File: src/rtl/bsg_link_pkg.sv
// Shared definitions for the BSG-style serial link: default widths, beat count,
// channel state encoding and beat-index sizing.
package bsg_link_pkg;

    localparam int CORE_W_DEF = 32;
    localparam int IO_W_DEF   = 8;
    localparam int BEATS_DEF  = CORE_W_DEF / IO_W_DEF;

    // A single-beat link still needs a one-bit index so the counter has a legal width.
    function automatic int beat_idx_w(input int beats);
        return (beats > 1) ? $clog2(beats) : 1;
    endfunction

    localparam int BEAT_IDX_W_DEF = beat_idx_w(BEATS_DEF);

    typedef enum logic {
        ST_IDLE = 1'b0,
        ST_SEND = 1'b1
    } link_state_e;

endpackage

File: src/rtl/bsg_credit_counter.sv
// Credit pool for a token-flow-controlled link: spends one credit per launch,
// recovers one per returned token, saturates at CREDITS and flags overflow.
module bsg_credit_counter #(
    parameter int CREDITS = 4,
    parameter int CNT_W   = $clog2(CREDITS + 1)
) (
    input  logic             clk,
    input  logic             rst_n,
    input  logic             inc,
    input  logic             dec,
    output logic [CNT_W-1:0] cnt,
    output logic             ovf
);

    logic full;
    logic empty;

    assign full  = (cnt == CNT_W'(CREDITS));
    assign empty = (cnt == '0);

    // A simultaneous token and launch cancel; a token into a full pool is a protocol error.
    always_ff @(posedge clk or negedge rst_n) begin
        if (!rst_n) begin
            cnt <= CNT_W'(CREDITS);
            ovf <= 1'b0;
        end else begin
            case ({inc, dec})
                2'b10: begin
                    if (full) begin
                        ovf <= 1'b1;
                    end else begin
                        cnt <= cnt + CNT_W'(1);
                    end
                end
                2'b01: begin
                    if (!empty) begin
                        cnt <= cnt - CNT_W'(1);
                    end
                end
                default: begin
                end
            endcase
        end
    end

endmodule

File: src/rtl/bsg_upstream_ch.sv
// Upstream link channel: serialises CORE_W words into IO_W beats, LS slice first,
// gated by downstream credits, with zero-bubble back-to-back word acceptance.
module bsg_upstream_ch
    import bsg_link_pkg::*;
#(
    parameter int CORE_W  = CORE_W_DEF,
    parameter int IO_W    = IO_W_DEF,
    parameter int CREDITS = 4
) (
    input  logic                             clk,
    input  logic                             rst_n,
    input  logic                             core_valid_in,
    input  logic [CORE_W-1:0]                core_data_in,
    output logic                             core_ready_out,
    output logic                             io_valid_out,
    output logic [IO_W-1:0]                  io_data_out,
    input  logic                             io_token_in,
    output logic [$clog2(CREDITS+1)-1:0]     credit_cnt,
    output logic                             credit_ovf
);

    localparam int BEATS = CORE_W / IO_W;
    localparam int IDX_W = beat_idx_w(BEATS);
    localparam int CNT_W = $clog2(CREDITS + 1);

    link_state_e                 state_q;
    link_state_e                 state_d;
    logic [IDX_W-1:0]            idx_q;
    logic [BEATS-1:0][IO_W-1:0]  word_q;
    logic                        launch;
    logic                        last_beat;
    logic                        handshake;

    // Ready opens in SEND only on the cycle the final beat goes out, so the next word
    // can be loaded without an idle cycle in between.
    always_comb begin
        state_d        = state_q;
        launch         = 1'b0;
        last_beat      = 1'b0;
        core_ready_out = 1'b0;
        handshake      = 1'b0;

        case (state_q)
            ST_IDLE: begin
                core_ready_out = 1'b1;
                handshake      = core_valid_in;
                if (handshake) begin
                    state_d = ST_SEND;
                end
            end
            ST_SEND: begin
                launch         = (credit_cnt != '0);
                last_beat      = launch && (idx_q == IDX_W'(BEATS - 1));
                core_ready_out = last_beat;
                handshake      = core_valid_in && last_beat;
                if (last_beat && !handshake) begin
                    state_d = ST_IDLE;
                end
            end
            default: begin
                state_d = ST_IDLE;
            end
        endcase
    end

    always_ff @(posedge clk or negedge rst_n) begin
        if (!rst_n) begin
            state_q <= ST_IDLE;
        end else begin
            state_q <= state_d;
        end
    end

    always_ff @(posedge clk or negedge rst_n) begin
        if (!rst_n) begin
            word_q <= '0;
            idx_q  <= '0;
        end else if (handshake) begin
            word_q <= core_data_in;
            idx_q  <= '0;
        end else if (launch) begin
            idx_q  <= idx_q + IDX_W'(1);
        end
    end

    // Link outputs are registered; the payload holds its last beat while valid is low.
    always_ff @(posedge clk or negedge rst_n) begin
        if (!rst_n) begin
            io_valid_out <= 1'b0;
            io_data_out  <= '0;
        end else begin
            io_valid_out <= launch;
            if (launch) begin
                io_data_out <= word_q[idx_q];
            end
        end
    end

    bsg_credit_counter #(
        .CREDITS (CREDITS),
        .CNT_W   (CNT_W)
    ) u_credit (
        .clk   (clk),
        .rst_n (rst_n),
        .inc   (io_token_in),
        .dec   (launch),
        .cnt   (credit_cnt),
        .ovf   (credit_ovf)
    );

endmodule

File: config.mk
export PLATFORM = sky130hd
export DESIGN_NAME = bsg_upstream_ch
export DESIGN_NICKNAME = d
export VERILOG_FILES = /design/src/rtl/bsg_link_pkg.sv /design/src/rtl/bsg_credit_counter.sv /design/src/rtl/bsg_upstream_ch.sv
export SDC_FILE = /design/constraint.sdc
export NUM_CORES = 1
export LEC_CHECK = 0
export ABC_AREA = 1
export BUFFER_PORTS_ARGS = -buffer_cell sky130_fd_sc_hd__buf_4
export CAP_MARGIN = 20
export CORE_UTILIZATION = 30
export CTS_BUF_LIST = sky130_fd_sc_hd__clkbuf_4 sky130_fd_sc_hd__clkbuf_8
export CTS_CLUSTER_DIAMETER = 200
export DETAILED_ROUTE_END_ITERATION = 12
export PLACE_DENSITY = 0.45
export SYNTH_ARGS = -nofsm -noshare
export SYNTH_HDL_FRONTEND = slang
export SYNTH_SLANG_ARGS = --single-unit
File: constraint.sdc
create_clock -name clk -period 2.6 [get_ports clk]
set_clock_uncertainty 0.15 [all_clocks]
set_input_delay 0.26 -clock clk [delete_from_list [all_inputs] [get_ports clk]]
set_output_delay 0.26 -clock clk [all_outputs]
set_load 0.02 [all_outputs]
==> impl_metrics.toml <==
[critical_path]
crit_path_end_kind = "primary output"
crit_arrival_ns = 1.64
r2r_start = "u_credit.cnt[0]$_DFFE_PN0P_"
r2r_cells = 14
cp_data_required_time_ns = 2.19
startpoint = "u_credit.cnt[2]$_DFFE_PN1P_"
rrSetupSlack_ns = 0.56
crit_path_end = "core_ready_out"
cp_max_fo = 35
crit_type = "register to primary output"
cp-start-kind = "register"
reg2reg_to = "u_credit.cnt[2]$_DFFE_PN1P_"

[floorplan]
num_rows = 31
die_h_microns = 90.6
coreArea_sq_um = 7410
fp.dieW_microns = 90.6
die_area_sq_um = 8200
initial_core_util_pct = 31.8
io_pins = 50

[power_and_ir_drop]
powerDensity_nw_per_um2 = 1240
leakagePower_nw = 1.60
peakVddDrop_v = 0.000293
finalPower_w = 0.00356

[clock_network]
clock_path_buffers = 2
cts_root_buffer = "clkbuf_8"
postCtsSetupRepairBufs = 0
cts_made_buffers = 5
tritoncts = "built"
clk-insertion-delay-late_ns = 0.30
clock-sinks = 48
htreeDepth = 2
clk_pin_slew_ns = 0.09

[synth]
synth-simple-area-share_pct = 33.7
synth-adder-area-share_pct = 2.66
synth_top_family_by_area = "simple AND/OR/NAND/NOR gates"
synth.net_count = 339
synth-xor-area-share_pct = 0.372
ys_ff_latch = 48
avgSynthCellArea_sq_um = 7.89
yosysWarnings = 0
synth_top_area_share_pct = 50.0
synth_compound_area_share_pct = 4.47
synth.area.top_cells = "dfrtp_1 50%, nand2_1 21%, nand3_1 7.4%, nor2_1 3.2%, inv_1 2.9%"
netlist_instances = 298
syn_area_sq_um = 2350
synth_mux_area_share_pct = 0
synth_top_area_cell = "dfrtp_1"
ys_seq_area_share_pct = 51.1
ys_types = 22

[placement]
gp_congestion = 0.760
dp_hpwl_mm = 3.69
port_buffers = 49

[timing]
max_freq_mhz = 488
timing.slew.headroom_pct = 58.5
finalCritPeriodShare_pct = 78.9
tightest_slew_ns = 0.623
fin_crit_ns = 2.05
setup_violations = 0
hold_violations = 0
rsz0062_at_grt = "false"
drv_slew = 0
tns_ns = 0

[final_layout]
insertedDiodeCount = 0
fillers = 794
drive_gt1_share_pct = 20.3
final_nets = 385
area_growth_pct = 22.5

[detailed_routing]
vias = 1959
antenna_left = 0
drc = 0
drtIter0Drc = 114
drtPass1Iterations = 4
avgRoutedWirePerCell_microns = 12.1
routed_wl_mm = 5.37
routed_via_density = 4.41

[hold_path]
min_path_type = "primary input to register"
min_from = "core_data_in[3]"

[global_route]
grt_pass1_vias = 1916
antenna_found_initial = 0
grt_pass1_wl_mm = 9.30
grt_use_total_pct = 14.3
grt_remaining_overflow = 0
grt_max_degree = 49

[outcome]
status = "complete, no violations"

[run]
drv_cap = 0
==> routing by layer <==
layer	share of wire (%)	vias up	track usage [%]
met3	3.8	4	3.11
met5	0	-	0
met4	0.93	0	3.23
met2	46	40	22.6
li1	-	1023	-
met1	49	892	19.9
==> Yosys cell counts, drive strengths merged <==
cell type and count:
ha 5, dfrtp 47, xor2 1, buf 14, nand2 133, nor2 21
nand3 35, o211ai 8, clkinv 1, nand3b 1, clkbuf 2, inv 20
dfstp 1, o21ai 9
==> area by class of cell <==
class	count	area [sq um]	share of cell area (%)
sequential	48	1200	41.7
multi-input combinational	213	968	33.6
timing repair buffer	55	415	14.4
tap	99	124	4.30
clock buffer	6	82.6	2.87
inverter	21	78.8	2.74
clock inverter	2	10.0	0.347
==> registers in the layout, indices dropped and copies added (netlist names) <==
register and flops:
idx_q 2, u_credit.ovf 1, word_q 32, io_data_out 8, io_valid_out 1, u_credit.cnt 3, state_q 1
==> power breakdown <==
group / switching (W) / internal [W]
combinational: 0.00113 / 0.000661
sequential: 0.000203 / 0.00111
clock: 0.000250 / 0.000213
==> cells by family after synthesis <==
| kind of cell | count (synthesis) |
|---|---|
| AO/OA/AOI/OAI | 17 |
| XOR/XNOR | 1 |
| adder cells (fa/ha/maj) | 5 |
| buffers and inverters | 37 |
| flip-flops | 48 |
| AND/OR/NAND/NOR | 190 |
==> stage by stage <==
step	setup slack (ns)	instances	util (%)	cell area, sq um	hold WS [ns]
floorplan	0.421	298	-	2350	-0.186
global placement	0.611	435	37.5	2780	0.179
detailed placement	0.568	435	37.5	2780	0.173
CTS	0.505	444	38.9	2880	0.0270
global route	0.344	444	38.9	2880	0.0313
finish	0.549	444	38.9	2880	0.0347
==> critical path, stage by stage (launching register included) <==
cell and delay (ns):
dfstp_2 0.59, inv_2 0.05, nand2_2 0.09, nand2_2 0.07, nand2_4 0.31, buf_4 0.22
==> how the worst min path moves through the flow <==
stage	to	slack, ns	cells after the start
6_report	word_q[3]$_DFFE_PN0P_	0.03	3
5_1_grt	word_q[24]$_DFFE_PN0P_	0.03	3
4_1_cts	word_q[15]$_DFFE_PN0P_	0.03	3
3_5_place_dp	u_credit.cnt[1]$_DFFE_PN0P_	0.17	1
3_3_place_gp	u_credit.cnt[1]$_DFFE_PN0P_	0.18	1
2_1_floorplan	idx_q[0]$_DFFE_PN0P_	-0.19	0
==> what timing repair did <==
item / CTS / global route
hold endpoints to repair: 47 / 0
endpoints found under the setup margin: 0 / 0
hold buffers: 1 / 0
gates resized for setup: 0 / 0
==> cell usage in the layout (no fill, tap or decap) <==
cell | synthesis | layout
buf_4 | 3 | 54
clkbuf_8 | 0 | 6
clkinv_1 | 1 | 1
clkinv_2 | 0 | 2
dfrtp_1 | 47 | 47
dfstp_2 | 1 | 1
dlygate4sd3_1 | 0 | 1
ha_1 | 5 | 5
inv_1 | 18 | 18
inv_2 | 2 | 2
nand2_1 | 129 | 129
nand2_2 | 2 | 2
nand2_4 | 1 | 1
nand2_8 | 1 | 1
nand3_1 | 35 | 35
nand3b_1 | 1 | 1
nor2_1 | 20 | 20
nor2_2 | 1 | 1
o211ai_1 | 8 | 8
o21ai_0 | 9 | 9
xor2_1 | 1 | 1
No activity file was read; power rests on OpenSTA's default activity.
